===== config.mk =====
export PLATFORM = sky130hd
export DESIGN_NAME = j_acc_collector
export DESIGN_NICKNAME = d
export VERILOG_FILES = /design/src/rtl/j_acc_collector.sv
export SDC_FILE = /design/constraint.sdc
export NUM_CORES = 1
export LEC_CHECK = 0
export ABC_CLOCK_PERIOD_IN_PS = 3100
export CORE_UTILIZATION = 55
export CTS_BUF_LIST = sky130_fd_sc_hd__clkbuf_4 sky130_fd_sc_hd__clkbuf_8 sky130_fd_sc_hd__clkbuf_16
export CTS_CLUSTER_DIAMETER = 200
export DETAILED_ROUTE_END_ITERATION = 8
export GPL_TIMING_DRIVEN = 0
export PLACE_DENSITY = 0.78
export SETUP_SLACK_MARGIN = 0.5
export SLEW_MARGIN = 20
export SYNTH_ARGS = -nofsm -noshare
export SYNTH_HDL_FRONTEND = slang
export SYNTH_SLANG_ARGS = --single-unit
export TNS_END_PERCENT = 100

===== constraint.sdc =====
create_clock -name clk -period 3.1 [get_ports clk]
set_clock_uncertainty 0.2 [all_clocks]
set_input_delay 0.62 -clock clk [delete_from_list [all_inputs] [get_ports clk]]
set_output_delay 0.62 -clock clk [all_outputs]
set_load 0.02 [all_outputs]

===== src/rtl/j_acc_collector.sv =====
// Serial-to-parallel receiver for the j_acc_shifter link: assembles LSB-first words and
// writes each completed word to consecutive SRAM addresses from a latched start address.
module j_acc_collector #(
  parameter int unsigned SRAM_DEPTH = 1024,
  parameter int unsigned DATA_WIDTH = 32,
  localparam int unsigned ADDR_W = $clog2(SRAM_DEPTH),
  localparam int unsigned CNT_W = $clog2(DATA_WIDTH)
) (
  input  logic                  clk,
  input  logic                  reset_n,
  output logic                  sram_en,
  output logic                  sram_we,
  output logic [ADDR_W-1:0]     sram_addr,
  output logic [DATA_WIDTH-1:0] sram_data_o,
  input  logic                  collect_start,
  output logic                  collect_idle,
  input  logic                  collect_ctrl,
  input  logic [ADDR_W-1:0]     start_addr,
  input  logic [ADDR_W-1:0]     img_size,
  input  logic                  serial_input,
  input  logic                  serial_start,
  input  logic                  serial_en
);

  typedef enum logic [1:0] {StIdle, StRecv, StDone} state_e;

  state_e                 state_q;
  logic [CNT_W-1:0]       bit_cnt_q;
  logic [ADDR_W-1:0]      word_cnt_q;
  logic [ADDR_W-1:0]      base_q;
  logic [ADDR_W-1:0]      last_q;
  logic                   drop_q;
  logic [DATA_WIDTH-1:0]  shift_q;
  logic [DATA_WIDTH-1:0]  word_next;
  logic                   word_done;

  // serial_start restarts assembly at bit 0, discarding any partial word.
  always_comb begin
    word_next = shift_q;
    if (serial_start) begin
      word_next    = '0;
      word_next[0] = serial_input;
    end else begin
      word_next[bit_cnt_q] = serial_input;
    end
  end

  assign word_done = serial_en && !serial_start && (bit_cnt_q == CNT_W'(DATA_WIDTH - 1));
  assign sram_we   = sram_en;

  always_ff @(posedge clk) begin
    if (!reset_n) begin
      state_q      <= StIdle;
      bit_cnt_q    <= '0;
      word_cnt_q   <= '0;
      base_q       <= '0;
      last_q       <= '0;
      drop_q       <= 1'b0;
      shift_q      <= '0;
      sram_en      <= 1'b0;
      sram_addr    <= '0;
      sram_data_o  <= '0;
      collect_idle <= 1'b1;
    end else begin
      sram_en <= 1'b0;
      unique case (state_q)
        StIdle: begin
          if (collect_start) begin
            state_q      <= StRecv;
            base_q       <= start_addr;
            last_q       <= img_size;
            drop_q       <= collect_ctrl;
            word_cnt_q   <= '0;
            bit_cnt_q    <= '0;
            collect_idle <= 1'b0;
          end
        end
        StRecv: begin
          if (serial_en) begin
            shift_q <= word_next;
            if (word_done) begin
              bit_cnt_q  <= '0;
              word_cnt_q <= word_cnt_q + 1'b1;
              // Write pulse lands in the cycle after the last bit; address wraps naturally.
              if (!drop_q) begin
                sram_en     <= 1'b1;
                sram_addr   <= base_q + word_cnt_q;
                sram_data_o <= word_next;
              end
              if (word_cnt_q == last_q) begin
                state_q <= StDone;
              end
            end else begin
              bit_cnt_q <= serial_start ? CNT_W'(1) : bit_cnt_q + 1'b1;
            end
          end
        end
        StDone: begin
          state_q      <= StIdle;
          collect_idle <= 1'b1;
        end
        default: state_q <= StIdle;
      endcase
    end
  end

endmodule


======== Word level (Yosys, flattened, before mapping) ========
Index checks and enable logic that the tools add are counted.
word-level totals
  flip-flop bits (word level) ............. 114
  input port bits ......................... 27
  word-level logic and storage cells ...... 61
operators by class
  add/sub/neg operators ................... 3
  $lt $le $gt $ge ......................... 2
  equal/unequal tests ..................... 8
  muxes and demuxes ....................... 21
  bitwise gates (word level) .............. 1
  reductions and logical operators ........ 15
operators with widths
  kind                     number
  $bwmux W32               1
  $mux W32                 1
  $mux W10                 3
  $mux W5                  4
  $pmux W10 S2             1
  $reduce_and A4 Y1        4
  $add A10 B1 Y10 const B  1
  $add A10 B10 Y10         1
  $eq A10 B10 Y1           1
  $pmux W5 S2              1
  $mux W2                  4
  $ne A2 B2 Y1 const B     4
  $lt A5 B6 Y1 const B     1
  $reduce_and A2 Y1        3
  $add A5 B1 Y5 const B    1
  $demux W1 S5             1
  $eq A5 B5 Y1 const B     1
  $ge A5 B1 Y1 const B     1
  $pmux W2 S2              1
  $reduce_bool A2 Y1       2
  $logic_and A1 B1 Y1      3
  $mux W1                  3
  $reduce_and A3 Y1        1
  $eq A2 B1 Y1 const B     1
  5 further kinds          5

======== Logic depth before layout (Yosys ltp) ========
Gate-level depths: netlist of the first run.
  depth in word-level cells ............... 6
  depth in mapped cells ................... 11
  depth with buffers taken out ............ 8

======== Least setup slack after synthesis of the first run ========
Ideal clock, no wire load.
  path type ............................... reg-to-reg
  start ................................... register bit_cnt_q[0]
  end ..................................... register sram_data_o[10]
  library setup time ...................... 117 ps
  data arrival time ....................... 2,455 ps
  slack ................................... 328 ps
  cell stages (with the launch flop) ...... 11
  buffers on the path ..................... 3
  clock period less this slack ............ 2,772 ps
  cells stage by stage .................... dfxtp_1 -> ha_1 -> clkbuf_1 -> clkbuf_1 -> and3_1 -> ha_1 -> nand4bb_1 -> nor2_2 -> nor2_2 -> buf_2 -> a22o_1
on the way
  cells in the longest elaborated chain, start to end .. 6
  elaborated cells on any way between the ends .. 10
  those cells by class .................... order compare: 2; eq/ne: 1; mux: 4; reduce/logical: 3
RTL lines
  item                                                                RTL line  source
  start, declared                                                     28        logic [CNT_W-1:0] bit_cnt_q;
  start signal, assigned                                              94        bit_cnt_q <= serial_start ? CNT_W'(1) : bit_cnt_q + 1'b1;
  $lt A5 B6 Y1 (implied by the code) or $ge A5 B1 Y1 (tied branches)  44        word_next[bit_cnt_q] = serial_input;
  $logic_and A1 B1 Y1 (implied by the code)                           44
  $mux W1 (implied by the code)                                       44
  $demux W1 S5                                                        44
  $bwmux W32                                                          44
  $mux W32                                                            40        if (serial_start) begin
  end signal, assigned                                                88        sram_data_o <= word_next;
  end, declared                                                       14        output logic [DATA_WIDTH-1:0] sram_data_o,
Parallel ways exist; a longest one is shown, timed or not.
A chain may end at the register's enable or synchronous reset.

======== Worst setup path in the final report of the first run ========
  start ................................... register bit_cnt_q[0]
  end ..................................... register sram_addr[4]
on the way
  cells in the longest elaborated chain, start to end .. 3
RTL lines
  item                                RTL line  source
  $eq A5 B5 Y1                        48        assign word_done = serial_en && !serial_start && (bit_cnt_q == CNT_W'(DATA_WIDTH - 1));
  $logic_and A1 B1 Y1                 48
  $reduce_and A4 Y1 (no source line)  --
  end signal, assigned                87        sram_addr <= base_q + word_cnt_q;
  end, declared                       13        output logic [ADDR_W-1:0] sram_addr,
No other way between the ends.

==> results of run 1 <==
==> worst max-delay path, delay by kind of cell (launching register included) <==
family,cells,cell delay (ns)
AOI/OAI and AO/OA,2,0.44
adders and majority gates,2,0.35
buffers and inverters,3,0.47
DFF,1,0.38
and+or+nand+nor,3,0.62
==> cells in the mapped netlist, types with 3 or more instances <==
master    number
a21o_1         3
a21oi_1       71
a22o_1        63
and3_1         7
and3b_1        4
buf_2         12
clkbuf_1      30
dfxtp_1      114
ha_1          15
inv_1          8
mux2i_1        8
nand2_1      112
nand2b_1       6
nand3_1       33
nand4_1        6
nor2_1        28
nor2_2         3
nor3_1         4
o211ai_1       3
o21ai_0        6
xnor2_1       17
xor2_1         7
==> final cells by class <==
cell class | instances | area, sq um
Sequential cell | 114 | 2290
Buffer | 45 | 222.7
Clock buffer | 18 | 427.9
Fill cell | 712 | 2489
Inverter | 9 | 33.78
Multi-Input combinational cell | 428 | 2731
Tap cell | 111 | 138.9
Clock inverter | 14 | 130.1
Timing Repair Buffer | 74 | 733.2
==> kinds of logic (layout without fill, tap and decap cells) <==
family                     count (synthesis)  after routing  share of synthesized area, %
buffers and inverters                     54            160                         4.492
adders and majority gates                 16             16                         4.009
and+or+nand+nor                          221            221                         20.38
AOI/OAI and AO/OA                        159            159                         21.47
muxes                                      8              8                         1.546
xor gates and xnor gates                  24             24                         4.057
DFF                                      114            114                         44.05
==> stage by stage <==
stage	instance area (sq um)	utilization (%)	worst slack, ns	hold slack [ns]	setup TNS, ns
2_1_floorplan	5220	-	0.5732	0.2366	0
3_3_place_gp	6070	66.00	0.05830	0.2437	0
3_5_place_dp	6070	66.00	-0.02465	0.2504	-0.05806
4_1_cts	6680	72.64	0.5039	0.2653	0
5_1_grt	6708	72.94	0.4920	0.2772	0
6_report	6708	72.94	0.5897	0.2593	0
==> worst paths after layout <==
kind                     start           end  slack (ns)  cells after the start
hold reg to reg      base_q[8]     base_q[8]        0.26                      2
hold / removal       base_q[8]     base_q[8]        0.26                      2
setup / recovery  bit_cnt_q[0]  sram_addr[4]        0.59                     10
setup reg to reg  bit_cnt_q[0]  sram_addr[4]        0.59                     10
==> routing by layer <==
layer	part of all wire (%)	vias to the layer above	GRT usage, %	wire length (microns)
met4	4.6	0	16.29	609
li1	-	2293	-	-
met1	41	2219	32.34	5416
met5	0	-	0	0
met2	49	160	49.87	6521
met3	5.0	44	6.383	665
==> timing repair <==
item,CTS,global route
pin swaps,2,1
endpoints found under the setup margin,55,40
buffers inserted,2,1
gates resized for setup,11,10
==> layout by cell type (no fill, tap or decap), drive strengths merged, types with 3 or more instances in the layout <==
cell           Yosys  routed
a22o              63      63
nand4              6       6
nor3b              4       4
nand2b             7       7
and3               7       7
xnor2             17      17
nor3               4       4
xor2               7       7
nand2            112     112
clkinv             0       8
o21ai              6       6
o211ai             3       3
mux2i              8       8
inv                9      12
buf               15      20
clkdlybuf4s50      0      71
ha                15      15
a21oi             72      72
and3b              4       4
clkbuf            30      46
dfxtp            114     114
a21o               3       3
nor2              31      31
nand3             33      33
==> state kept, by name (all words and copies together) (netlist names), 2 cells and up <==
name,cells
base_q,10
bit_cnt_q,5
word_cnt_q,10
sram_data_o,32
sram_addr,10
state_q,2
shift_q,32
last_q,10
==> power breakdown <==
part	switching [mW]	internal, mW
clock	0.722	1.09
combinational	0.134	0.0868
sequential	0.0191	1.49
total	0.875	2.66
==> run metrics, run 1 <==
core area=9196 sq um; Tot Pwr=3.538 mW; Initial Util=56.34%; gr ovfl total=0; gr usage total=between 20% and 30%; vias in the first global route=4599; RSZ-0062 raised after global routing=no; Synth Flop Type=dfxtp_1; die area=just under 10000 sq um; Syn Inst Count=596; drt drc=0; FMAX=0.3984 GHz; Synth area leaders=dfxtp_1 44%, a22o_1 11%, nand2_1 8.1%; Synth area leader=dfxtp_1; via/cell ratio=roughly 5.8; drt total wl=13210 microns; Routed Antenna Nets=0; min cycle time layout=2.510 ns; power per cell area=527.4 nW/um^2; final net count=732; first-pass GRT wire length=22040 microns; synth unique cells=51; peak supply drop=0.3174 mV; slowest cell on the critical path=dfxtp_4; CP endpoint kind=flop; share of layout cells above drive strength 1=between 10% and 20%; critical path peak fanout=10; leakage=2.517 nW; Buffers on Ports=slightly above 70; Layout area overhead=29.46%; Detailed Routing Iterations Pass 1=4; register bit total from synthesis=~110; gpl congestion=0.8678; number of max-cap violations=0; CP Class=flop to flop; via count=4716; clock root cell=clkbuf_8; die height=99.06 microns; Clock Latency Late Sink=0.52 ns; Rel. slew slack=around 47%; CP required=3.35 ns; Final Setup Violations=0; Post-Syn Area per Cell=8.693 sq um; Bufs on Longest Clock Path=2; crit path cell chain=ha_1 -> buf_6 -> buf_8 -> and3_4 -> ha_4 -> nand4bb_4 -> or2_1 -> buf_2 -> a211o_1 -> a31oi_1; Cell Area, Synth=5181 sq um; CTS sink count=~110; Finished Layout Cells=813; H-Tree Depth=4; cts-stage hold buffer count=0; CP max stage delay=0.38 ns; Hold Violations, Final=0; number of diodes=0; Async SR Flop Fraction=0%; num ports=between 70 and 80; Hold Crit Class=flop to flop; largest net degree at the start of global routing=17; Rows=35; Final period util=80.98%; CP arrival=~2.8 ns; CTS tree=yes; area share of the largest cell type after synthesis=44.05%; Worst-path clk slew=0.06 ns; dpl cells=778; Post-synth EDFFs=0; max-slew violations=0; DP Wirelength=roughly 9300 microns; CP startpoint kind=flop; Iteration-0 DRC Markers=204; initial antenna violation count=0; yosys warns=0; Seq/Total Area, Yosys=44.05%; WL/cell=16.25 microns; outcome=finished clean; clock buffers created by TritonCTS=17; Die X=99.06 microns; slew of the pin with the lowest slew margin=0.7832 ns; post-synth net total=639
Power figures use the tool's default switching activity.
==> inputs of run 2 (changes only) <==
- ABC_CLOCK_PERIOD_IN_PS: 3100 -> 2400
- clock period: 3.1 -> 2.4 ns (I/O delays scaled with it)
==> run 2 against run 1 <==
  * Hold slack gained 0.0030 ns
  * Cell count grew 3.3%
  * Fmax rose by 5.3%
  * Non-clock buffer count increased by 27
  * Via count rose by 6.1%
  * Sequential power rose by 28%
  * Global-route usage grew 2.4 points
  * Combinational power is 50% higher
  * Power is 42% higher
  * Largest cell class unchanged
  * Clock power is 52% higher
  * Highest routed layer unchanged
  * Count of clock-buffer cells in the layout decreased by 1
  * Flip-flop and latch count is the same
==> run metrics, run 2 (synthesized netlist as in run 1, its figures left out) <==
top flop regs=shift_q (32), sram_data_o (32) (unchanged); crit path cell chain=ha_4 -> buf_8 -> clkbuf_16 -> and3_4 -> ha_4 -> buf_12 -> nand4bb_4 -> nor2_4 -> nor2_4 -> buf_6 -> buf_6 -> a22o_1 (was ha_1 -> buf_6 -> buf_8 -> and3_4 -> ha_4 -> nand4bb_4 -> or2_1 -> buf_2 -> a211o_1 -> a31oi_1); slew of the pin with the lowest slew margin=0.7203 ns (was 0.7832 ns); H-Tree Depth=4 (unchanged); die area=9813 sq um (unchanged); Min Hold Slack=0.2624 ns (was 0.2593 ns); gr busiest metal=met2 (unchanged); min cycle time layout=2.384 ns (was 2.510 ns); num ports=72 (unchanged); outcome=finished clean (unchanged); share of layout cells above drive strength 1=23.46% (was 10.83%); drt drc=0 (unchanged); CTS tree=yes (unchanged); cts-stage hold buffer count=0 (unchanged); Layout area overhead=40.88% (was 29.46%); met2 Usage GRT=54.60% (was 49.87%); Bufs on Longest Clock Path=2 (unchanged); gr ovfl total=0 (unchanged); commonest non-fill, non-tap cells in the layout=108 x nand2_1, 108 x dfxtp_1, 63 x a22o_1, 55 x a21oi_1, 32 x nand3_1 (was 112 x nand2_1, 112 x dfxtp_1, 71 x clkdlybuf4s50_1, 70 x a21oi_1, 63 x a22o_1); P_sw=1.170 mW (was 0.8750 mW); WL/cell=18.08 microns (was 16.25 microns); Iteration-0 DRC Markers=279 (was 204); FMAX=0.4195 GHz (was 0.3984 GHz); via count=5005 (was 4716); FF-to-FF setup slack=0.02 ns (was 0.59 ns); Rows=35 (unchanged); Hold Crit Depth=2 (unchanged); clock buffers created by TritonCTS=17 (unchanged); worst-case reg-to-reg path depth=12 (was 10); Final Setup Violations=0 (unchanged); CP startpoint kind=flop (unchanged); final net count=759 (was 732); Worst-path clk slew=0.06 ns (about the same); Post-Route Utilization=79.37% (was 72.94%); initial antenna violation count=0 (unchanged); Switching Share=23.28% (was 24.73%); Reg2Reg Capture Point=sram_data_o[1] (was sram_addr[4]); drt total wl=15180 microns (was 13210 microns); CTS sink count=114 (unchanged); Die X=99.06 microns (unchanged); leakage=2.857 nW (was 2.517 nW); Tot Pwr=5.024 mW (was 3.538 mW); Finished Layout Cells=840 (was 813); first-pass GRT wire length=23400 microns (was 22040 microns); number of diodes=0 (unchanged); Rel. slew slack=51.61% (was 47.39%); peak supply drop=0.4918 mV (was 0.3174 mV); Seq pwr share=38.7% (was 42.5%); Initial Util=56.34% (unchanged); Worst Path Buf+Inv=5 (was 3); slowest cell on the critical path=dfxtp_4 (unchanged); critical path peak fanout=6 (was 10); Hold Crit Class=flop to flop (unchanged); Hold Violations, Final=0 (unchanged); final setup margin=0.01640 ns (was 0.5897 ns); number of max-cap violations=0 (unchanged); post-route cell area=7300 sq um (was 6708 sq um); Hold Crit Start=base_q[8] (unchanged); gpl congestion=0.8830 (was 0.8678); final setup TNS=0 ns (unchanged); Final period util=99.32% (was 80.98%); global routing usage on met1=33.08% (was 32.34%); CP endpoint kind=flop (unchanged); dpl cells=778 (unchanged); FF-to-FF Start=bit_cnt_q[1] (was bit_cnt_q[0]); delay-heaviest family, CP=simple AND/OR/NAND/NOR gates (unchanged); Routed Antenna Nets=0 (unchanged); routing usage on met3=7.872% (was 6.383%); clock root cell=clkbuf_8 (unchanged); Detailed Routing Iterations Pass 1=5 (was 4); core area=9196 sq um (unchanged); internal power=3.855 mW (was 2.663 mW); Buffers on Ports=71 (unchanged); CP Class=flop to flop (unchanged); CP required=2.61 ns (was 3.35 ns); RSZ-0062 raised after global routing=yes (was no); via/cell ratio=5.958 (was 5.801); pre-CTS setup slack=-0.2676 ns (was -0.02465 ns); gr usage total=31.04% (was 28.62%); filler cell count=616 (was 712); vias in the first global route=4874 (was 4599); power per cell area=688.3 nW/um^2 (was 527.4 nW/um^2); DP Wirelength=9293 microns (was 9255 microns); DP Area=6181 sq um (was 6070 sq um); CP arrival=2.59 ns (was 2.76 ns); power share of the clock group=54.7% (was 51.2%); largest net degree at the start of global routing=17 (unchanged); combinational power share=6.6% (was 6.2%); max-slew violations=0 (unchanged); die height=99.06 microns (unchanged); hold endpoint=base_q[8] (unchanged); CP max stage delay=0.36 ns (was 0.38 ns); Clock Latency Late Sink=0.53 ns (was 0.52 ns)
==> run 2: worst min-delay path, cell delays in order, from the launching register on <==
cell,delay [ns]
dfxtp_1,0.31
nand2_1,0.05
a21oi_1,0.05
==> run 2: area by class of cell <==
| class | count | area, sq um | share of cell area (%) |
|---|---|---|---|
| inverters | 9 | 33.78 | 0.4628 |
| multi-input cells | 428 | 2902 | 39.75 |
| flip-flops and latches | 114 | 2297 | 31.47 |
| plain buffers | 45 | 312.8 | 4.285 |
| well taps | 111 | 138.9 | 1.903 |
| repair buffers | 101 | 970.9 | 13.30 |
| clock buffers | 17 | 414.1 | 5.674 |
| clock inverters | 15 | 230.2 | 3.154 |
==> run 2: how the worst max path moves through the flow <==
| stage | startpoint | endpoint | cells past startpoint |
|---|---|---|---|
| floorplan | bit_cnt_q[1] | word_cnt_q[6] | 10 |
| global placement | serial_start | shift_q[5] | 5 |
| detailed placement | reset_n | sram_data_o[7] | 5 |
| CTS | bit_cnt_q[1] | word_cnt_q[6] | 10 |
| global route | bit_cnt_q[1] | word_cnt_q[9] | 10 |
| finish | bit_cnt_q[1] | sram_data_o[1] | 12 |
==> run 2: layer usage <==
layer	vias up	routed length (microns)	share of wire (%)
met4	0	677	4.5
li1	2353	-	-
met1	2390	6035	40
met3	49	740	4.9
met2	213	7731	51
met5	-	0	0
==> run 2: power groups by stage <==
stage	sequential [mW]	clock, mW	combinational [mW]
3_3_place_gp	1.98	0	0.278
4_1_cts	1.94	2.75	0.313
5_1_grt	1.95	2.85	0.359
6_report	1.94	2.75	0.332
2_1_floorplan	1.98	0	0.178
3_5_place_dp	1.99	0	0.286
==> run 2: what timing repair did <==
action	4_1_cts	5_1_grt
gates resized for setup	102	88
setup endpoints to repair	137	145
cloned	5	0
buffers inserted	20	5
pin swaps	15	17
==> inputs of run 3 (changes only) <==
- CORE_MARGIN: not set -> 2
- CORE_UTILIZATION: 55 -> 45
- PLACE_DENSITY: 0.78 -> 0.66
==> run 3 against run 2 <==
  * The run now ends with setup timing left
  * Via count decreased by 4.5%
  * Die area increased by 26%
  * Fmax decreased by 1.0%
==> run metrics, run 3 (synthesized netlist as in run 1, its figures left out) <==
commonest non-fill, non-tap cells in the layout=110 x dfxtp_1, 107 x nand2_1, 63 x a21oi_1, 63 x a22o_1, 45 x dlygate4sd2_1 (was 108 x nand2_1, 108 x dfxtp_1, 63 x a22o_1, 55 x a21oi_1, 32 x nand3_1); FF-to-FF setup slack=-0.008 ns (was 0.02 ns); Initial Util=45.77% (was 56.34%); commonest non-fill, non-tap cell in the layout=dfxtp_1; filler cell count=994 (was 616); CP max stage delay=0.35 ns (was 0.36 ns); Buffers on Ports=71 (unchanged); CP endpoint kind=flop (unchanged); Routed Antenna Nets=0 (unchanged); cts-stage hold buffer count=0 (unchanged); Clock Latency Late Sink=0.42 ns (was 0.53 ns); FMAX=0.4153 GHz (was 0.4195 GHz); number of diodes=0 (unchanged); Layout area overhead=41.00% (was 40.88%); worst-case reg-to-reg path depth=13 (was 12); power per cell area=656.6 nW/um^2 (was 688.3 nW/um^2); slew of the pin with the lowest slew margin=0.8088 ns (was 0.7203 ns); crit path cell chain=ha_4 -> buf_8 -> clkbuf_16 -> and3_4 -> ha_4 -> buf_12 -> nand4bb_4 -> buf_12 -> nor2_4 -> buf_12 -> buf_6 -> buf_8 -> a22o_1 (was ha_4 -> buf_8 -> clkbuf_16 -> and3_4 -> ha_4 -> buf_12 -> nand4bb_4 -> nor2_4 -> nor2_4 -> buf_6 -> buf_6 -> a22o_1); number of max-cap violations=0 (unchanged); num ports=72 (unchanged); RSZ-0062 raised after global routing=yes (unchanged); CP startpoint kind=flop (unchanged); leakage=2.994 nW (was 2.857 nW); WL/cell=16.55 microns (was 18.08 microns); vias in the first global route=4657 (was 4874); via count=4780 (was 5005); max-slew violations=0 (unchanged); share of layout cells above drive strength 1=20.14% (was 23.46%); slowest cell on the critical path=dfxtp_4 (unchanged); CP required=2.52 ns (was 2.61 ns); DP Area=6221 sq um (was 6181 sq um); Iteration-0 DRC Markers=226 (was 279); gr usage total=23.67% (was 31.04%); CP Class=flop to flop (unchanged); Rel. slew slack=45.66% (was 51.61%); initial antenna violation count=0 (unchanged); final net count=760 (was 759); post-route cell area=7306 sq um (was 7300 sq um); die area=12390 sq um (was 9813 sq um); gr ovfl total=0 (unchanged); clock buffers created by TritonCTS=17 (unchanged); Hold Violations, Final=0 (unchanged); final setup margin=-0.008000 ns (was 0.01640 ns); final setup TNS=-0.008000 ns (was 0 ns); Detailed Routing Iterations Pass 1=5 (unchanged); top flop regs=shift_q (32), sram_data_o (32) (unchanged); outcome=finished, violations left (was finished clean); gpl congestion=0.8539 (was 0.8830); FF-to-FF Start=bit_cnt_q[1] (unchanged); Rows=39 (was 35); first-pass GRT wire length=23280 microns (was 23400 microns); drt drc=0 (unchanged); drt total wl=14450 microns (was 15180 microns); most frequent CP cell=buf_12; Hold Crit Class=flop to flop (unchanged); Bufs on Longest Clock Path=2 (unchanged); multi-input logic area=2869 sq um (was 2902 sq um); largest net degree at the start of global routing=17 (unchanged); CP arrival=2.52 ns (was 2.59 ns); Reg2Reg Capture Point=sram_data_o[1] (unchanged); FF/Latch Area=2292 sq um (was 2297 sq um); core area=11320 sq um (was 9196 sq um); peak supply drop=0.6357 mV (was 0.4918 mV); Post-Route Utilization=64.53% (was 79.37%); Hold Crit Depth=2 (unchanged); Die X=111.3 microns (was 99.06 microns); die height=111.3 microns (was 99.06 microns); Min Hold Slack=0.2610 ns (was 0.2624 ns); Final Setup Violations=1 (was 0); H-Tree Depth=4 (unchanged); Final period util=100.3% (was 99.32%); Hold Crit Start=sram_addr[8] (was base_q[8]); critical path peak fanout=7 (was 6); CTS sink count=114 (unchanged); failing checks=setup timing; hold endpoint=sram_addr[8] (was base_q[8]); CTS tree=yes (unchanged); clock root cell=clkbuf_16 (was clkbuf_8); Worst-path clk slew=0.06 ns (about the same); via/cell ratio=5.475 (was 5.958); min cycle time layout=2.408 ns (was 2.384 ns); DP Wirelength=9699 microns (was 9293 microns)
-- run 3: changes by cell type in the layout (fill, tap and decap cells not counted), moves of 3 or more --
cell	previous run	this run
a21oi_2	16	8
clkdlybuf4s15_1	23	0
clkbuf_2	24	9
clkbuf_4	3	6
a21oi_1	55	63
clkinv_2	1	6
dlygate4sd2_1	9	45
-- run 3: worst max-delay path by stage --
stage	from	end	slack (ns)
floorplan	bit_cnt_q[1]	word_cnt_q[6]	0.12
global placement	reset_n	sram_data_o[7]	-0.27
detailed placement	reset_n	sram_data_o[9]	-0.30
CTS	bit_cnt_q[1]	word_cnt_q[6]	-0.08
global route	bit_cnt_q[1]	word_cnt_q[9]	-0.09
finish	bit_cnt_q[1]	sram_data_o[1]	-0.008
-- run 3: metrics by stage --
step | setup slack, ns | power [mW] | instances
after floorplan | 0.1197 | 2.157 | 596
after global placement | -0.2743 | 2.267 | 810
after detailed placement | -0.3037 | 2.274 | 810
after CTS | -0.08086 | 4.813 | 862
after global routing | -0.08534 | 4.951 | 873
final | -0.008000 | 4.797 | 873
-- run 3: what timing repair did --
action / in CTS / in global routing
endpoints found under the setup margin: 137 / 105
gates cloned: 4 / 1
setup buffers: 16 / 10
pin swaps: 23 / 19
gates resized for setup: 95 / 43
-- run 3: layer usage --
layer	track usage (%)	wire, microns	up-vias
li1	-	-	2351
met1	27.26	5929	2236
met2	41.26	7322	163
met3	6.397	729	30
met4	10.45	467	0
met5	0	0	-
-- run 3: power breakdown --
part,switching [mW],internal [mW]
Sequential,0.0240,1.92
Combinational,0.188,0.137
Clock,0.909,1.62
-- run 3: final cells by class --
cell class / count / area share, %
Sequential cell: 114 / 31.38
Buffer: 45 / 4.504
Timing Repair Buffer: 102 / 13.84
Inverter: 9 / 0.4624
Clock inverter: 15 / 2.278
Multi-Input combinational cell: 428 / 39.27
Tap cell: 143 / 2.449
Clock buffer: 17 / 5.823
-- run 3: worst max-delay path, delay by kind of cell (launching register included) --
kind / cells / cell delay [ns]
adder cells (fa/ha/maj): 2 / 0.34
flip-flops: 1 / 0.35
buffers and inverters: 7 / 0.89
AO/OA/AOI/OAI: 1 / 0.18
AND/OR/NAND/NOR: 3 / 0.33
